## src/rtl/instruction_fetch.sv

```systemverilog
// LEGv8 instruction-fetch stage: PC, ROM addressing and the IF/ID register.
// Handles decode stalls, branch redirects with a one-bubble flush, and end of program.
module instruction_fetch #(
    parameter int                ADDR_W    = 16,
    parameter logic [ADDR_W-1:0] RESET_PC  = '0,
    parameter int                PROG_LEN  = 7,
    parameter logic [31:0]       NOP_INSTR = 32'hD503201F
) (
    input  logic              clk,
    input  logic              rst_n,
    input  logic              stall,
    input  logic              branch_taken,
    input  logic [ADDR_W-1:0] branch_target,
    output logic [ADDR_W-1:0] rom_addr,
    input  logic [31:0]       rom_data,
    output logic [31:0]       if_id_instr,
    output logic [ADDR_W-1:0] if_id_pc,
    output logic              if_id_valid,
    output logic              done,
    output logic [15:0]       fetch_count
);

    localparam logic [ADDR_W-1:0] END_PC = ADDR_W'(PROG_LEN);

    logic [ADDR_W-1:0] pc;
    logic              in_prog;

    assign rom_addr = pc;
    assign in_prog  = (pc < END_PC);

    always_ff @(posedge clk or negedge rst_n) begin
        if (!rst_n) begin
            pc          <= RESET_PC;
            if_id_instr <= NOP_INSTR;
            if_id_pc    <= '0;
            if_id_valid <= 1'b0;
            done        <= 1'b0;
            fetch_count <= 16'd0;
        end else if (branch_taken) begin
            // Redirect beats stall and done; the in-flight slot becomes a bubble.
            pc          <= branch_target;
            if_id_instr <= NOP_INSTR;
            if_id_valid <= 1'b0;
            done        <= 1'b0;
        end else if (!stall) begin
            if (in_prog) begin
                if_id_instr <= rom_data;
                if_id_pc    <= pc;
                if_id_valid <= 1'b1;
                pc          <= pc + 1'b1;
                if (fetch_count != 16'hFFFF)
                    fetch_count <= fetch_count + 16'd1;
            end else begin
                if_id_instr <= NOP_INSTR;
                if_id_valid <= 1'b0;
                done        <= 1'b1;
            end
        end
    end

endmodule

```

## config.mk

```make
export PLATFORM = sky130hd
export DESIGN_NAME = instruction_fetch
export DESIGN_NICKNAME = d
export VERILOG_FILES = /design/src/rtl/instruction_fetch.sv
export SDC_FILE = /design/constraint.sdc
export NUM_CORES = 1
export LEC_CHECK = 0
export ABC_AREA = 1
export CAP_MARGIN = 25
export CORE_MARGIN = 2
export CORE_UTILIZATION = 60
export CTS_BUF_LIST = sky130_fd_sc_hd__clkbuf_8
export CTS_CLUSTER_DIAMETER = 30
export DETAILED_ROUTE_END_ITERATION = 10
export DONT_BUFFER_PORTS = 1
export PLACE_DENSITY = 0.76
export SYNTH_ARGS = -nofsm -noshare
export SYNTH_HDL_FRONTEND = slang
export SYNTH_SLANG_ARGS = --single-unit
```

## constraint.sdc

```tcl
create_clock -name clk -period 4.4 [get_ports clk]
set_input_delay 0.22 -clock clk [delete_from_list [all_inputs] [get_ports clk]]
set_output_delay 0.22 -clock clk [all_outputs]
set_load 0.03 [all_outputs]
```

### Word-level counts from Yosys, hierarchy flattened

Index checks and enable logic that the tools add are counted.

* bits in registers: 82
* input port bits: 52
* output and inout bits: 82
* logic and storage cells: 31

* add/sub/neg operators: 2
* magnitude comparators: 1
* eq/ne operators: 3
* mux-type cells: 12
* bitwise logic cells: 2
* reduce and logical (&&, ||, !) cells: 5

Operators by type and width (number)
* 32-bit 2-to-1 mux: 3
* 16-bit 2-to-1 mux: 3
* 16-bit by 1-bit adder with 16-bit output (second input constant): 2
* 16-bit by 3-bit < comparator with 1-bit output (second input constant): 1
* 16-bit != test (second input constant): 1
* 1-bit 2-to-1 mux: 6
* 2-bit AND reduction: 2
* 4-bit AND reduction: 1
* 3-bit AND reduction: 1
* 2-bit by 1-bit != test with 1-bit output (second input constant): 1
* 2-bit != test (second input constant): 1
* 1-bit inverter: 2
* 2-bit nonzero test: 1

### Longest topological paths before layout

Gate-level depths: netlist of run 1.

* word-level depth: 4
* depth in mapped cells: 10

### Least setup slack after synthesis of run 1

Ideal clock, no wire load.

* path type: reg2reg
* from: register fetch_count[0]
* to: register fetch_count[14]
* arrival: 1.731 ns
* setup slack: 2.604 ns
* cell stages (with the launch flop): 9
* period minus slack after synthesis: 1.796 ns
* path through: dfrtp_1 ha_1 nand3_2 nor2_4 nand4_4 nand2_4 buf_6 nand2_1 nand2_1

* cells in the longest elaborated chain, start to end: 2
* elaborated cells between the ends (all ways): 3

Ends and longest elaborated chain
* from (decl): line 20 `output logic [15:0] fetch_count`
* from (signal assigned): line 52 `fetch_count <= fetch_count + 16'd1;`
* parallel branches: the longest is 2 deep, another holds 16-bit by 1-bit adder with 16-bit output

Several ways; the timed one is not identified.
A chain may end at the register's enable or synchronous reset.

### Worst setup path in the final report of run 1

* from: register pc[1], in the netlist rom_addr[1]
* to: register fetch_count[5]

* cells in the longest elaborated chain, start to end: 2

Ends and longest elaborated chain
* from (decl): line 25 `logic [ADDR_W-1:0] pc;`
* from (signal assigned): line 41 `pc <= branch_target;`
* from (signal assigned): line 50 `pc <= pc + 1'b1;`
* 16-bit by 3-bit < comparator with 1-bit output: line 29 `assign in_prog = (pc < END_PC);`
* 4-bit AND reduction (no line)

No other way between the ends.

==> results of run 1 <==
registers in the layout, indices dropped and copies added (netlist names):
signal,flops
if_id_instr,32
fetch_count,16
if_id_pc,16
rom_addr,16
done,1
if_id_valid,1
power breakdown:
group          switching, W  internal [W]  leakage [nW]
registers         0.0000520      0.000768          1.07
clock network      0.000280      0.000267        0.0973
logic             0.0000483     0.0000384          1.06
total              0.000381       0.00107          2.22
worst max-delay path, delay by kind of cell (launching register included):
family / cells / cell delay, ns
simple gates: 8 / 1.51
flops: 1 / 0.55
fa+ha+maj: 1 / 0.29
worst max path at each step:
stage,from,end,slack [ns],cells after the start
CTS,rom_addr[1]$_DFFE_PN0P_,fetch_count[5]$_DFFE_PN0P_,1.93,9
finish,rom_addr[1]$_DFFE_PN0P_,fetch_count[5]$_DFFE_PN0P_,1.94,9
detailed placement,rom_addr[1]$_DFFE_PN0P_,fetch_count[5]$_DFFE_PN0P_,1.97,9
global placement,rom_addr[1]$_DFFE_PN0P_,fetch_count[11]$_DFFE_PN0P_,2.05,9
floorplan,fetch_count[0]$_DFFE_PN0P_,fetch_count[14]$_DFFE_PN0P_,2.60,8
global route,rom_addr[1]$_DFFE_PN0P_,fetch_count[6]$_DFFE_PN0P_,1.72,9
cell families after synthesis:
family / synth area share, %
AOI/OAI and AO/OA: 1.15
xor gates and xnor gates: 0.947
adders and majority gates: 0.676
buffers and inverters: 5.07
DFF: 55.9
and+or+nand+nor: 36.2
per-stage QoR:
stage | cells | cell area [µm²]
after floorplan | 458 | 3700
after global placement | 518 | 3730
after detailed placement | 518 | 3730
after CTS | 568 | 4290
after global routing | 569 | 4300
final | 569 | 4300
final cells by class:
| type | instances | area, µm² |
|---|---|---|
| clock buffer | 9 | 124 |
| clock inverter | 7 | 78.8 |
| fill | 472 | 1660 |
| inverter | 29 | 109 |
| multi-input combinational | 330 | 1440 |
| sequential | 82 | 2070 |
| tap | 75 | 93.8 |
| timing repair buffer | 37 | 383 |
layer usage:
layer	track usage (%)	routed length [µm]	vias up	share of wire, %
met5	0	0	-	0
met4	12.3	195	0	2.2
met3	7.28	677	20	7.7
met2	42.4	4450	124	50
met1	32.1	3490	1456	40
li1	-	-	1486	-
layout by cell type, fill, tap and decap left out, drive strengths merged:
| cell | netlist | layout |
|---|---|---|
| nand2 | 177 | 177 |
| o21ai | 4 | 4 |
| a21oi | 3 | 3 |
| ha | 2 | 2 |
| clkbuf | 10 | 9 |
| inv | 29 | 30 |
| nand3 | 54 | 54 |
| nor2 | 74 | 74 |
| clkinv | 0 | 3 |
| nand4 | 8 | 8 |
| dfrtp | 69 | 69 |
| clkinvlp | 0 | 2 |
| dlygate4sd3 | 0 | 34 |
| xnor2 | 1 | 1 |
| buf | 7 | 3 |
| bufinv | 0 | 1 |
| nand3b | 3 | 3 |
| dfstp | 13 | 13 |
| xor2 | 3 | 3 |
| o21bai | 1 | 1 |
==> results.md, run 1 <==
- RSZ-0062 raised after global routing: false
- Final WS setup: 1.94 ns
- Number of vias per cell: 5.42
- Area added between synthesis and finish: 16.2%
- Initial antenna violation count: 0
- HP Start: rom_data[31]
- Worst slew pin tran: 0.728 ns
- Largest net degree at the start of global routing: 83
- Asr flop ratio synth: 100%
- Peak Freq: slightly above 400 MHz
- Crit path max-delay cell type: nor2_4
- Crit. End Element: flop
- Final core utilization: ~72%
- Gr usage total: between 20% and 30%
- Top cells by area, synth: dfrtp_1, nand2_1, dfstp_2
- WS Path Type: flop to flop
- Tot Pwr: between 0.001 and 0.0015 W
- Leakage: 2.22 nW
- IO Pins: approximately 130
- Worst r2r dst: fetch_count[5]$_DFFE_PN0P_
- IO buf count: 0
- Setup crit start kind: flop
- Syn_nets: a little over 500
- # clock sinks: 82
- Clock transition at path regs: approximately 0.09 ns
- N_diodes: 0
- RD Place Congestion: 0.748
- Synth top cells by count: nand2_1, dfrtp_1, nor2_1, nand3_1, inv_1
- Share of Yosys cell area claimed by the top area cell type: 46.7%
- Hold depth: 2
- Crit path DAT: about 2.7 ns
- Post-CTS setup buffers: 0
- Cell Pwr Density: roughly 340 nW/µm²
- Die H: 82.5 µm
- Vias in the first global route: ~2,900
- Synth warn: 0
- CP max stage delay: 0.59 ns
- Most used cell, CP: nand2_1
- Ys flop type: dfrtp_1
- Via Count: 3,086
- Drc violations: 0
- Avg Cell Area, Syn: a little over 8 µm²
- Peak VDD IR: 0.216 mV
- Worst Hold Class: input port to flop
- Layout cells sized above 1: under 10%
- Seq/Total Area, Yosys: between 50 and 60%
- R2R Setup Slk: 1.94 ns
- 1st-iter DRT viols: 249
- Routed wire length: 8820 µm
- Hold_buf cts: 34
- Antenna-violating nets left: 0
- Htree depth: 3
- Worst clock skew: between 0.01 and 0.015 ns
- Cell accounting for the most synthesized area: dfrtp_1
- Fin. max-slew vios: 0
- Most frequent cell after synthesis: nand2_1
- Clk Latency, worst-skew pair: between 0.3 and 0.4 ns
- Die area: 6810 µm²
- Clock root cell: clkbuf_8
- CTS tree: done
- Synthesized area: between 3000 and 4000 µm²
- HPWL Detailed: between 5000 and 6000 µm
- Initial core utilization: between 60% and 70%
- CP required: around 4.6 ns
- TNS Setup: 0 ns
- Max clock buf depth: 2
- Pre-CTS setup slack: about 2.0 ns
- GR Overflow Total: 0
- FF-to-FF path depth: 9
- First-pass GRT wire length: between 10,000 and 15,000 µm
- Final Cycle Share: 55.8%
- Critical-path maximum fanout: 33
- Pre-Repair DR Iteration Count: 4
- Row cnt: 28
- Routed WL per cell: roughly 16 µm
- Num CTS Buffers: 9
- RR Startpoint: rom_addr[1]$_DFFE_PN0P_
- Final min period: roughly 2.5 ns
- Die Wd: between 80 and 90 µm
- Endpoint, Worst Hold: if_id_instr[31]$_DFFE_PN1P_
- Post-synth EDFFs: 0
- Post-CTS sizing: 0
- Core footprint: a little under 6000 µm²
- Min Hold Slack: between 0.005 and 0.006 ns
- Final setup viols: 0
- Synth Register Bits: slightly above 80
- Max-slew headroom: roughly half
- Number of max-cap violations: 0
- Nets: about 540
- Synth Instances: between 400 and 500
- Final hold vios: 0
- Synth cell types: 24
- Crit-path cells: ha_1, nand2_1, nand2_1, nor2_2, nand2_1, nor2_4, nand2_4, nand2_1, nand2_1
- Status: finished clean
No activity file was read; power rests on OpenSTA's default activity.
==> run 2, diff against run 1 <==
--- a/config.mk
+++ b/config.mk
@@ -8,12 +8,12 @@
 export ABC_AREA = 1
 export CAP_MARGIN = 25
 export CORE_MARGIN = 2
-export CORE_UTILIZATION = 60
+export CORE_UTILIZATION = 59
 export CTS_BUF_LIST = sky130_fd_sc_hd__clkbuf_8
 export CTS_CLUSTER_DIAMETER = 30
 export DETAILED_ROUTE_END_ITERATION = 10
 export DONT_BUFFER_PORTS = 1
-export PLACE_DENSITY = 0.76
+export PLACE_DENSITY = 0.78
 export SYNTH_ARGS = -nofsm -noshare
 export SYNTH_HDL_FRONTEND = slang
 export SYNTH_SLANG_ARGS = --single-unit
==> constraint.sdc (replaced) <==
create_clock -name clk -period 2.1 [get_ports clk]
set_input_delay 0.105 -clock clk [delete_from_list [all_inputs] [get_ports clk]]
set_output_delay 0.105 -clock clk [all_outputs]
set_load 0.03 [all_outputs]
==> run 2 against run 1 <==
Against the previous run: register-to-register slack worse by 1.8 ns; utilization rose by 5.1 points; first-iteration DRC count down 9.2%; fmax increased by 28%; sequential power increased by 100%; die area rose by 1.6%; total power is 130% higher; worst setup slack worse by 1.8 ns; non-clock buffer count grew 32; flip-flop and latch count is the same; combinational power rose to 3.1 times the previous value; clock power increased to 2.5 times the previous value; largest power group unchanged.
==> results.md, run 2 (synthesis gave the netlist of run 1 again) <==
- Final core utilization: 77.3% (+5.1 points)
- Number of flip-flops in the largest register: 32 (unchanged)
- Cell Pwr Density: 718 nW/µm² (+110%)
- Num CTS Buffers: 9 (unchanged)
- GR Util met1: 35.0% (+2.9 points)
- Post-CTS setup buffers: 0 (unchanged)
- Final setup viols: 0 (unchanged)
- Worst slew pin tran: 0.804 ns (+0.0766 ns)
- Critical-path maximum fanout: 16 (-52%)
- R2R Setup Slk: 0.18 ns (-1.76 ns)
- Max clock buf depth: 2 (unchanged)
- Crit-path cells: nor2_1, nand2_1, nor2_2, nand2_1, nor2_4, nand2_4, nand2_1, nand2_1
- Fill count: 407 (-14%)
- Number of max-cap violations: 0 (unchanged)
- Setup crit start kind: flop
- Gr usage total: 28.3% (+2.2 points)
- Layer with the highest usage: met2
- Clock root cell: clkbuf_8
- HP Start: branch_taken
- CP max stage delay: 0.51 ns (-0.08 ns)
- GR Overflow Total: 0 (unchanged)
- Crit. End Element: flop
- # clock sinks: 82 (unchanged)
- Crit path DAT: 2.16 ns (-0.53 ns)
- Htree depth: 3 (unchanged)
- CTS tree: done
- Peak VDD IR: 0.632 mV (+190%)
- Met3 usage in global routing: 6.86% (-0.42 points)
- Die Wd: 83.2 µm (+0.81%)
- Most used cell, CP: nand2_1
- Register bank with the most flops: if_id_instr
- Routed wire length: 9430 µm (+6.9%)
- Antenna-violating nets left: 0 (unchanged)
- N_diodes: 0 (unchanged)
- RD Place Congestion: 0.768 (+2.8%)
- WS Path Type: flop to flop
- Peak Freq: 522 MHz (+28%)
- Leakage: 2.40 nW (+8.1%)
- Core footprint: 5990 µm² (+0.59%)
- First-pass GRT wire length: 15,700 µm (+18%)
- Placed cell count: 534 (+3.1%)
- Clk Latency, worst-skew pair: 0.35 ns (about the same)
- Finished Layout Cells: 601 (+5.6%)
- CP required: 2.34 ns (-2.29 ns)
- Fin. max-slew vios: 0 (unchanged)
- Met2 Usage GRT: 47.5% (+5.1 points)
- Die H: 83.2 µm (+0.81%)
- Nets: 575 (+5.9%)
- Initial antenna violation count: 0 (unchanged)
- RR Startpoint: rom_addr[10]$_DFFE_PN0P_
- Number of vias per cell: 5.39 (-0.54%)
- Row cnt: 28 (unchanged)
- Via Count: 3,242 (+5.1%)
- Layout cells sized above 1: 10.6% (+2.3 points)
- Drc violations: 0 (unchanged)
- Pre-CTS setup slack: 0.214 ns (-1.75 ns)
- FF-to-FF path depth: 8 (-1)
- Worst clock skew: 0.00701 ns (-0.00398 ns)
- RSZ-0062 raised after global routing: false
- Routed WL per cell: 15.7 µm (+1.2%)
- Die area: 6920 µm² (+1.6%)
- Hold depth: 4 (+2)
- Final hold vios: 0 (unchanged)
- Final min period: 1.92 ns (-0.541 ns)
- Worst r2r dst: fetch_count[13]$_DFFE_PN0P_
- Final WS setup: 0.185 ns (-1.76 ns)
- Largest net degree at the start of global routing: 83 (unchanged)
- Area added between synthesis and finish: 25.2%
- Endpoint, Worst Hold: rom_addr[3]$_DFFE_PN0P_
- Post-CTS sizing: 0 (unchanged)
- Max-slew headroom: 46.2% (-5.2 points)
- IO buf count: 0 (unchanged)
- IO Pins: 134 (unchanged)
- Most common cell after layout, fill and taps aside: nand2_1
- TNS Setup: 0 ns (unchanged)
- Crit path max-delay cell type: dfrtp_1
- Most frequent cells in the layout: nand2_1, nor2_1, dfrtp_1, nand3_1, dlygate4sd3_1
- Final Cycle Share: 91.2% (+35 points)
- 1st-iter DRT viols: 226 (-9.2%)
- Vias in the first global route: 3,267 (+14%)
- HPWL Detailed: 5780 µm (+1.4%)
- Storage cell area: 2070 µm² (unchanged)
- Clock transition at path regs: 0.08 ns (about the same)
- Worst Hold Class: input port to flop
- Area of the multi-input gates: 1440 µm² (unchanged)
- Initial core utilization: 61.7% (-0.36 points)
- Status: finished clean
- Pre-Repair DR Iteration Count: 5 (+1)
==> run 2: cell type report <==
cell class              instances  area share [%]
clock buffers                   9            2.67
clock inverters                 7            2.54
inverters                      29            2.35
multi-input cells             330            31.2
flip-flops and latches         82            44.7
well taps                      75            2.03
repair buffers                 69            14.6
==> run 2: per-layer routing <==
metal	part of all wire, %	vias up
met2	50	136
li1	-	1548
met5	0	-
met3	7.9	22
met4	2.6	0
met1	39	1536
==> run 2: report_power, final <==
group / leakage (nW) / internal (W) / switching [W] / total [W]
clock network: 0.123 / 0.000792 / 0.000581 / 0.00137
logic: 1.21 / 0.000116 / 0.000157 / 0.000273
registers: 1.07 / 0.00161 / 0.0000698 / 0.00168
total: 2.40 / 0.00252 / 0.000808 / 0.00333
==> run 2: what timing repair did <==
item	4_1_cts	5_1_grt
endpoints found under the setup margin	0	0
hold buffers	51	0
endpoints found under the hold margin	131	0
==> run 2: metrics by stage <==
step	total power, W	hold slack [ns]	cell area [µm²]
3_3_place_gp	0.00185	-0.189	3860
5_1_grt	0.00344	0.0290	4630
2_1_floorplan	0.00182	-0.191	3700
6_report	0.00333	0.00928	4630
4_1_cts	0.00334	0.00153	4630
3_5_place_dp	0.00186	-0.189	3860
==> run 2: worst max-delay path by stage <==
stage	cells past startpoint	startpoint	slack, ns	end
floorplan	8	fetch_count[0]$_DFFE_PN0P_	0.30	fetch_count[14]$_DFFE_PN0P_
global placement	9	rom_addr[0]$_DFFE_PN0P_	0.26	fetch_count[15]$_DFFE_PN0P_
detailed placement	9	rom_addr[0]$_DFFE_PN0P_	0.21	fetch_count[13]$_DFFE_PN0P_
CTS	9	rom_addr[0]$_DFFE_PN0P_	0.19	fetch_count[13]$_DFFE_PN0P_
global route	8	rom_addr[10]$_DFFE_PN0P_	0.01	fetch_count[3]$_DFFE_PN0P_
finish	8	rom_addr[10]$_DFFE_PN0P_	0.18	fetch_count[13]$_DFFE_PN0P_
==> run 2: critical path, delay by kind of cell (launching register included) <==
kind | cells | cell delay [ns]
flops | 1 | 0.51
simple gates | 8 | 1.30
